## src/rtl/ula_pkg.sv

```systemverilog
// Shared definitions for the 4-bit ALU: datapath width and the multiplier FSM encoding.
package ula_pkg;

    localparam int ULA_LARGURA = 4;

    // Index of the last shift-and-add iteration (four iterations: 0..3).
    localparam logic [1:0] CNT_ULTIMO = 2'd3;

    typedef enum logic [1:0] {
        OCIOSO = 2'd0,
        CALC   = 2'd1,
        FIM    = 2'd2
    } estado_t;

endpackage

```

## src/rtl/somadorde4bits.sv

```systemverilog
// 4-bit ripple-carry adder shared by the ALU; the multiplier drives it with ACC + M.
module somadorde4bits
    import ula_pkg::*;
(
    input  logic [ULA_LARGURA-1:0] A,
    input  logic [ULA_LARGURA-1:0] B,
    input  logic                   Crry,
    output logic [ULA_LARGURA-1:0] S,
    output logic                   Cout
);

    always_comb begin : ripple
        logic carry;
        carry = Crry;
        S     = '0;
        for (int i = 0; i < ULA_LARGURA; i++) begin
            S[i]  = A[i] ^ B[i] ^ carry;
            carry = (A[i] & B[i]) | (carry & (A[i] ^ B[i]));
        end
        Cout = carry;
    end

endmodule

```

## src/rtl/multiplicador4bits.sv

```systemverilog
// Sequential 4x4 unsigned shift-and-add multiplier built around somadorde4bits.
// Start is accepted in OCIOSO; four CALC iterations follow, then one FIM cycle with done.
module multiplicador4bits
    import ula_pkg::*;
(
    input  logic                     clk,
    input  logic                     rst,
    input  logic                     start,
    input  logic [ULA_LARGURA-1:0]   A,
    input  logic [ULA_LARGURA-1:0]   B,
    output logic [2*ULA_LARGURA-1:0] P,
    output logic                     busy,
    output logic                     done
);

    estado_t                  estado_q;
    logic [ULA_LARGURA-1:0]   m_q;
    logic [ULA_LARGURA-1:0]   q_q,   q_d;
    logic [ULA_LARGURA-1:0]   acc_q, acc_d;
    logic [1:0]               cnt_q;
    logic [2*ULA_LARGURA-1:0] p_q;

    logic [ULA_LARGURA-1:0]   soma_s;
    logic                     soma_c;
    logic [ULA_LARGURA:0]     parcial;

    somadorde4bits soma (
        .A    (acc_q),
        .B    (m_q),
        .Crry (1'b0),
        .S    (soma_s),
        .Cout (soma_c)
    );

    // Select the partial sum on Q[0], then shift {C,S,Q} right by one.
    // NOTE: every always_comb output gets a value before any branch, so no latch is inferred.
    always_comb begin
        parcial = {1'b0, acc_q};
        if (q_q[0]) begin
            parcial = {soma_c, soma_s};
        end
        acc_d = parcial[ULA_LARGURA:1];
        q_d   = {parcial[0], q_q[ULA_LARGURA-1:1]};
    end

    // NOTE: sequential state uses non-blocking assignments so all registers update from pre-edge values.
    // NOTE: every register is cleared by reset, so a mid-operation reset leaves no stale operand behind.
    always_ff @(posedge clk) begin
        if (rst) begin
            estado_q <= OCIOSO;
            m_q      <= '0;
            q_q      <= '0;
            acc_q    <= '0;
            cnt_q    <= '0;
            p_q      <= '0;
        end else begin
            case (estado_q)
                OCIOSO: begin
                    if (start) begin
                        m_q      <= A;
                        q_q      <= B;
                        acc_q    <= '0;
                        cnt_q    <= '0;
                        estado_q <= CALC;
                    end
                end
                CALC: begin
                    acc_q <= acc_d;
                    q_q   <= q_d;
                    cnt_q <= cnt_q + 2'd1;
                    if (cnt_q == CNT_ULTIMO) begin
                        p_q      <= {acc_d, q_d};
                        estado_q <= FIM;
                    end
                end
                FIM: begin
                    estado_q <= OCIOSO;
                end
                default: begin
                    estado_q <= OCIOSO;
                end
            endcase
        end
    end

    assign P    = p_q;
    assign busy = (estado_q == CALC) || (estado_q == FIM);
    assign done = (estado_q == FIM);

endmodule
```

## config.mk

```make
export PLATFORM = sky130hd
export DESIGN_NAME = multiplicador4bits
export DESIGN_NICKNAME = d
export VERILOG_FILES = /design/src/rtl/ula_pkg.sv /design/src/rtl/somadorde4bits.sv /design/src/rtl/multiplicador4bits.sv
export SDC_FILE = /design/constraint.sdc
export NUM_CORES = 1
export LEC_CHECK = 0
export ABC_AREA = 1
export ABC_CLOCK_PERIOD_IN_PS = 1840
export CORE_ASPECT_RATIO = 0.75
export CORE_MARGIN = 10
export CORE_UTILIZATION = 46
export CTS_CLUSTER_SIZE = 28
export DETAILED_ROUTE_END_ITERATION = 6
export GPL_TIMING_DRIVEN = 0
export PLACE_DENSITY = 0.77
export SYNTH_ARGS = -nofsm -noshare
export SYNTH_HDL_FRONTEND = slang
export SYNTH_SLANG_ARGS = --single-unit
```

## constraint.sdc

```tcl
create_clock -name clk -period 1.84 [get_ports clk]
set_input_delay 0.368 -clock clk [delete_from_list [all_inputs] [get_ports clk]]
set_output_delay 0.368 -clock clk [all_outputs]
set_load 0.02 [all_outputs]
```

==> metrics.txt <==
# TYPE chip_impl_metric gauge
chip_impl_metric{name="io_pins",unit=""} 21
chip_impl_metric{name="synth_cell_types",unit=""} 17
chip_impl_metric{name="total_via_count_after_detailed_routing",unit=""} 1068
chip_impl_info{name="critical_path_class",value="reg -> reg"} 1
chip_impl_metric{name="tightest_hold_margin",unit="ns"} 0.304
chip_impl_metric{name="ir_drop_worst_case_vdd",unit="mV"} 0.498
chip_impl_metric{name="min_path_cells",unit=""} 2
chip_impl_metric{name="finish.net_count",unit=""} 205
chip_impl_metric{name="drt_wl_total",unit="mm"} 2.72
chip_impl_metric{name="fraction_of_layout_instances_using_a_drive_strength_above_1",unit="%"} 12.4
chip_impl_info{name="worst_hold_launch",value="rst"} 1
chip_impl_metric{name="portBuffers",unit=""} 19
chip_impl_metric{name="synthToLayoutAreaGrowth",unit="%"} 27.2
chip_impl_metric{name="clock_sinks",unit=""} 24
chip_impl_metric{name="final_total_power",unit="mW"} 1.11
chip_impl_metric{name="dpl.cell_count",unit=""} 214
chip_impl_metric{name="antennaDiodeCount",unit=""} 0
chip_impl_metric{name="yosys_warnings",unit=""} 0
chip_impl_info{name="start_kind",value="register"} 1
chip_impl_metric{name="detailed_place.area",unit="mm²"} 0.00142
chip_impl_metric{name="clock_insertion_delay_worst_skew",unit="ns"} 0.33
chip_impl_metric{name="p_leak",unit="nW"} 0.663
chip_impl_metric{name="fin_cells",unit=""} 219
chip_impl_metric{name="drv.max_cap_violation_count",unit=""} 0
chip_impl_metric{name="placementRows",unit=""} 15
chip_impl_metric{name="cp_data_required_time",unit="ns"} 2.09
chip_impl_metric{name="critical_path.max_fanout",unit=""} 2
chip_impl_metric{name="synth_top_area_share",unit="%"} 41.3
chip_impl_info{name="min_to",value="acc_q[3]"} 1
chip_impl_metric{name="cts_hold_repair.buffers",unit=""} 0
chip_impl_metric{name="routability_cong",unit=""} 0.828
chip_impl_metric{name="timing_hold_violations_final",unit=""} 0
chip_impl_metric{name="synth.avg_cell_area",unit="µm²"} 7.22
chip_impl_metric{name="rr_worst_depth",unit=""} 10
chip_impl_metric{name="initial_drc_count",unit=""} 51
chip_impl_metric{name="max_transition_viols_final",unit=""} 0
chip_impl_metric{name="grt_util_all_layers",unit="%"} 10.9
chip_impl_metric{name="worst_path_largest_cell_delay",unit="ns"} 0.40
chip_impl_metric{name="syn_inst",unit=""} 161
chip_impl_metric{name="route.layer.met1.wl",unit="mm"} 1.24
chip_impl_metric{name="area_enclosed_by_the_die_boundary",unit="mm²"} 0.00496
chip_impl_metric{name="cts_max_path_buffers",unit=""} 2
chip_impl_metric{name="critical_path_arrival",unit="ns"} 2.30
chip_impl_info{name="cts_root_buf",value="sky130_fd_sc_hd__clkbuf_4"} 1
chip_impl_metric{name="pre_cts_slack",unit="ns"} -0.188
chip_impl_metric{name="min_period",unit="ns"} 2.05
chip_impl_info{name="cts_tree",value="built"} 1
chip_impl_metric{name="floorplan.die.height",unit="µm"} 63.5
chip_impl_metric{name="avgRoutedWirePerCell",unit="µm"} 12.4
chip_impl_metric{name="tritoncts.num_buffers",unit=""} 3
chip_impl_info{name="reg2reg_from",value="m_q[0]"} 1
chip_impl_metric{name="via_density_per_instance",unit=""} 4.88
chip_impl_metric{name="met3WireLength",unit="µm"} 100
chip_impl_metric{name="fp.coreArea",unit="mm²"} 0.00235
chip_impl_metric{name="synth_fp_nets",unit=""} 180
chip_impl_metric{name="wl_met2",unit="mm"} 1.36
chip_impl_info{name="violated_checks",value="negative setup slack"} 1
chip_impl_metric{name="first_pass_iters",unit=""} 4
chip_impl_metric{name="worst-r2r-setup-slack",unit="ns"} -0.21
chip_impl_metric{name="grt_first_pass_wirelength",unit="mm"} 4.50
chip_impl_metric{name="via_count_of_the_first_global_routing_pass",unit=""} 1008
chip_impl_metric{name="grt_start_max_net_pins",unit=""} 15
chip_impl_metric{name="clk_pin_slew",unit="ns"} 0.15
chip_impl_metric{name="half_perimeter_wire_length_of_the_detailed_placement_result",unit="mm"} 2.04
chip_impl_info{name="synth.area.top_cells",value="sky130_fd_sc_hd__dfxtp_1, sky130_fd_sc_hd__nand2_1, sky130_fd_sc_hd__nor2_1, sky130_fd_sc_hd__o21ai_0, sky130_fd_sc_hd__inv_1"} 1
chip_impl_metric{name="skew",unit="ns"} 0.0179
chip_impl_metric{name="max_clock_freq",unit="MHz"} 487
chip_impl_metric{name="grt_antenna_before_repair",unit=""} 0
chip_impl_info{name="unrepaired_setup_endpoints_after_global_routing",value="yes"} 1
chip_impl_info{name="worstReg2RegEnd",value="P[6]"} 1
chip_impl_metric{name="setup_slack",unit="ns"} -0.212
chip_impl_metric{name="die-width",unit="µm"} 78.0
chip_impl_metric{name="min_period_over_period",unit="%"} 112
chip_impl_metric{name="worst_pin_slew",unit="ns"} 0.249
chip_impl_metric{name="starting_utilization_of_the_core_area",unit="%"} 49.5
chip_impl_metric{name="finalInstanceArea",unit="mm²"} 0.00148
chip_impl_info{name="endpoint_kind",value="register"} 1
chip_impl_metric{name="multiInputGateArea",unit="µm²"} 597
chip_impl_metric{name="ant_nets",unit=""} 0
chip_impl_metric{name="synth-seq-cells",unit=""} 24
chip_impl_metric{name="setup_viol",unit=""} 3
chip_impl_info{name="yosysTopAreaCell",value="sky130_fd_sc_hd__dfxtp_1"} 1
chip_impl_metric{name="num-fill-cells",unit=""} 232
chip_impl_metric{name="layout.area.seq",unit="µm²"} 485
chip_impl_metric{name="globalRouteOverflowTotal",unit=""} 0
chip_impl_metric{name="timing.max_slew.rel_slack",unit="%"} 83.4
chip_impl_info{name="list_of_cells_traversed_by_the_critical_path",value="ha_4 > inv_2 > fa_2 > fa_2 > inv_2 > fa_1 > nand2_1 > nand2_1 > nor2_1 > nor2_1"} 1
chip_impl_metric{name="drc_errors",unit=""} 0
chip_impl_metric{name="clock_tree.htree_level_count",unit=""} 1
chip_impl_info{name="status",value="finished, violations left"} 1
chip_impl_info{name="highest_routed_layer",value="met4"} 1
chip_impl_metric{name="power_density",unit="mW/mm²"} 752
chip_impl_info{name="crit_path_top_delay_cell",value="sky130_fd_sc_hd__fa_1"} 1
chip_impl_metric{name="netlist_area_before_placement",unit="mm²"} 0.00116
chip_impl_metric{name="ys_seq_area_share",unit="%"} 41.3
chip_impl_info{name="hold_class",value="in -> reg"} 1
worst max-delay path: cells and delay by family, from the launching register on:
| family | cells | cell delay (ns) |
|---|---|---|
| buffers and inverters | 2 | 0.09 |
| AND/OR/NAND/NOR | 4 | 0.30 |
| flip-flops | 1 | 0.38 |
| adder cells (fa/ha/maj) | 4 | 1.21 |
worst max path at each step:
stage | start | endpoint | slack (ns) | cells past startpoint
after global routing | m_q[0] | P[6] | -0.29 | 10
after detailed placement | acc_q[0] | P[6] | -0.19 | 10
after CTS | acc_q[0] | P[6] | -0.21 | 10
final | m_q[0] | P[6] | -0.21 | 10
after floorplan | m_q[0] | P[6] | -0.10 | 10
after global placement | m_q[0] | P[6] | -0.16 | 10
registers in the layout (all words and copies together) (netlist names):
register and cells:
m_q 4, P 8, cnt_q 2, estado_q 2
acc_q 4, q_q 4
metrics by stage:
| stage | TNS [ns] | util (%) |
|---|---|---|
| global route | -0.668 | 63.0 |
| global placement | -0.308 | 60.3 |
| floorplan | -0.189 | - |
| detailed placement | -0.365 | 60.3 |
| finish | -0.428 | 63.0 |
| CTS | -0.418 | 62.5 |
per-layer routing:
metal	up-vias	GRT usage (%)
met5	-	0
met4	0	3.13
met3	4	3.82
met2	20	18.6
met1	502	12.3
li1	542	-
power breakdown:
| group | internal [mW] | switching, mW | total, mW |
|---|---|---|---|
| combinational | 0.0633 | 0.100 | 0.164 |
| clock | 0.221 | 0.169 | 0.389 |
| sequential | 0.541 | 0.0177 | 0.559 |
area by class of cell:
cell class                      instances  share of cell area [%]
Inverter                               22                    5.75
Clock buffer                            3                    1.52
Clock inverter                          1                    2.03
Tap cell                               34                    2.88
Multi-Input combinational cell        112                    40.4
Timing Repair Buffer                   20                    13.2
Buffer                                  3                    1.44
Sequential cell                        24                    32.8
cells in the mapped netlist:
| master | n |
|---|---|
| sky130_fd_sc_hd__fa_1 | 3 |
| sky130_fd_sc_hd__a21oi_2 | 1 |
| sky130_fd_sc_hd__nand2_4 | 2 |
| sky130_fd_sc_hd__nand2_2 | 1 |
| sky130_fd_sc_hd__buf_2 | 2 |
| sky130_fd_sc_hd__dfxtp_1 | 24 |
| sky130_fd_sc_hd__nand2_1 | 40 |
| sky130_fd_sc_hd__ha_1 | 5 |
| sky130_fd_sc_hd__inv_1 | 19 |
| sky130_fd_sc_hd__a21oi_1 | 12 |
| sky130_fd_sc_hd__o21ai_0 | 15 |
| sky130_fd_sc_hd__buf_6 | 1 |
| sky130_fd_sc_hd__inv_4 | 1 |
| sky130_fd_sc_hd__nor2_1 | 28 |
| sky130_fd_sc_hd__inv_2 | 2 |
| sky130_fd_sc_hd__nand3_1 | 4 |
| sky130_fd_sc_hd__o21ai_1 | 1 |
cell usage in the layout, fill, tap and decap left out, types with 3 or more instances in the layout:
cell type and count:
sky130_fd_sc_hd__o21ai_0 15, sky130_fd_sc_hd__nand2_1 40, sky130_fd_sc_hd__nor2_1 28, sky130_fd_sc_hd__dfxtp_1 22, sky130_fd_sc_hd__inv_1 17, sky130_fd_sc_hd__clkbuf_4 3
sky130_fd_sc_hd__inv_2 4, sky130_fd_sc_hd__a21oi_1 11, sky130_fd_sc_hd__clkdlybuf4s50_1 17, sky130_fd_sc_hd__nand3_1 4, sky130_fd_sc_hd__ha_1 4
logic make-up after synthesis:
logic type | Yosys count | share of synthesized area (%)
compound gates | 29 | 12.8
buf+inv | 25 | 9.15
simple gates | 75 | 26.2
fa+ha+maj | 8 | 10.5
flops | 24 | 41.3
repair_timing:
action                                  4_1_cts  5_1_grt
buffers inserted                              0        1
pin swaps                                     1        0
endpoints found under the setup margin        5        5
gates cloned                                  0        0
gates resized for setup                       2        2
(Power assumes the default switching activity.)
==> patch: new RTL, config.mk and constraints unchanged <==
Encoding of `estado_t`: now one-hot (3 bits for 3 values).
--- a/src/rtl/ula_pkg.sv
+++ b/src/rtl/ula_pkg.sv
@@ -6,10 +6,10 @@
     // Index of the last shift-and-add iteration (four iterations: 0..3).
     localparam logic [1:0] CNT_ULTIMO = 2'd3;
 
-    typedef enum logic [1:0] {
-        OCIOSO = 2'd0,
-        CALC   = 2'd1,
-        FIM    = 2'd2
+    typedef enum logic [2:0] {
+        OCIOSO = 3'b001,
+        CALC   = 3'b010,
+        FIM    = 3'b100
     } estado_t;
 
 endpackage
Behaviour: same outputs for any inputs over 10 cycles, from zero or initial values and one cycle with rst high; not proved beyond that.
==> patch against the original RTL <==
The flow still finishes with violations (negative setup slack); synthesized cell count rose by 0.62%; design area rose by 2.5%; die area rose by 2.7%; synthesized area rose by 3.8%; via count rose by 2.0%; worst setup slack improved by 78 ps; routed wire length rose by 3.7%; power fell by 12%; sequential cell count rose by 1; non-clock buffer count rose by 3; first-iteration DRC count rose by 73%; largest cell class unchanged; highest routed layer unchanged.
==> patch: results (changes against the original RTL) <==
* Unique cell type count in the Yosys netlist at 22 (+5)
* Post-DP Area at 1448 um2 (+2.3%)
* Number of global-route vias before repair at 1014 (+0.60%)
* P_sw at 267.3 uW (-6.8%)
* Status: finished, violations left
* Share of cells above drive strength 1 at 17.02% (+4.6 points)
* Failing checks: negative setup slack
* Post-DP HPWL at 2051 um (+0.49%)
* Ranking of synthesized cells by area: dfxtp_1, nand2_1, a21oi_1
* Peak supply drop at 0.5197 mV (+4.4%)
* Clock transition at path regs at 130 ps (-20 ps)
* 1st-iter DRT viols at 88 (+73%)
* Final WS setup at -134.3 ps (+78.00 ps)
* Routed WL per cell at 12.69 um (+2.3%)
* Post-placement cell count at 215 (+0.47%)
* Total track usage at 11.26% (+0.40 points)
* Syn Nets at 178 (-1.1%)
* Largest fanout on the critical path at 2 (unchanged)
* Cells after Synth at 162 (+0.62%)
* Wirelength, routed at 2817 um (+3.7%)
* # setup viols final at 3 (unchanged)
* Worst slew pin tran at 506.7 ps (+258.1 ps)
* Initial Utilization at 50.21% (+0.66 points)
* Largest net degree at the start of global routing at 14 (-1)
* Fillers at 234 (+0.86%)
* Adder-cell area share of the yosys netlist at 7.054% (-3.5 points)
* Via Count at 1089 (+2.0%)
==> patch: worst paths after layout <==
check | startpoint | depth (start not counted) | slack, ps | endpoint
setup / recovery | acc_q[0]$_SDFFE_PP0P_ | 10 | -130 | acc_q[2]$_SDFFE_PP0P_
hold / removal | rst | 2 | 340 | P[3]$_SDFFE_PP0P_
setup reg to reg | acc_q[0]$_SDFFE_PP0P_ | 10 | -130 | acc_q[2]$_SDFFE_PP0P_
hold reg to reg | P[2]$_SDFFE_PP0P_ | 2 | 480 | P[2]$_SDFFE_PP0P_
==> patch: logic make-up after synthesis <==
| group | Yosys count |
|---|---|
| compound gates | 21 |
| simple gates | 91 |
| fa+ha+maj | 5 |
| flops | 25 |
| buf+inv | 20 |
==> patch: what timing repair did <==
| item | CTS | global route |
|---|---|---|
| cloned | 0 | 0 |
| buffers inserted | 2 | 1 |
| endpoints found under the setup margin | 6 | 8 |
| gates resized for setup | 11 | 4 |
| pin swaps | 1 | 0 |
==> patch: through the flow <==
stage	setup slack (ps)	hold slack [ps]	utilization (%)
after floorplan	-24.53	430.3	-
after global placement	-124.5	448.0	60.26
after detailed placement	-167.6	454.5	60.26
after CTS	-130.1	346.5	62.86
after global routing	-203.9	369.8	63.13
final	-134.3	342.0	63.13
==> patch: final cells by class <==
| type | instances | share of cell area (%) |
|---|---|---|
| repair buffers | 22 | 13.61 |
| multi-input cells | 117 | 42.16 |
| flip-flops and latches | 25 | 33.75 |
| well taps | 34 | 2.805 |
| plain buffers | 4 | 1.980 |
| inverters | 16 | 3.960 |
| clock buffers | 4 | 1.733 |
==> patch: worst max-delay path, cell delays in order (launching register included) <==
cell     delay, ps
dfxtp_2        360
ha_4           160
fa_2           320
inv_2           60
fa_2           190
inv_2           40
fa_1           470
nand2_1         60
nand2_2         70
nand2_1         60
a21oi_2        120
==> patch: routing by layer <==
layer  GRT usage [%]  wire length [um]  vias up  share of wire, %
met1           13.18              1286      499                46
li1                -                 -      565                 -
met2           18.09              1300       21                46
met4           4.241                50        0               1.8
met5               0                 0        -                 0
met3           4.469               180        4               6.4
==> patch: power groups by stage <==
stage,sequential (uW),clock (uW),combinational [uW]
finish,586,249,141
global route,589,275,158
CTS,588,252,137
detailed placement,598,0,135
global placement,598,0,130
floorplan,593,0,92.9
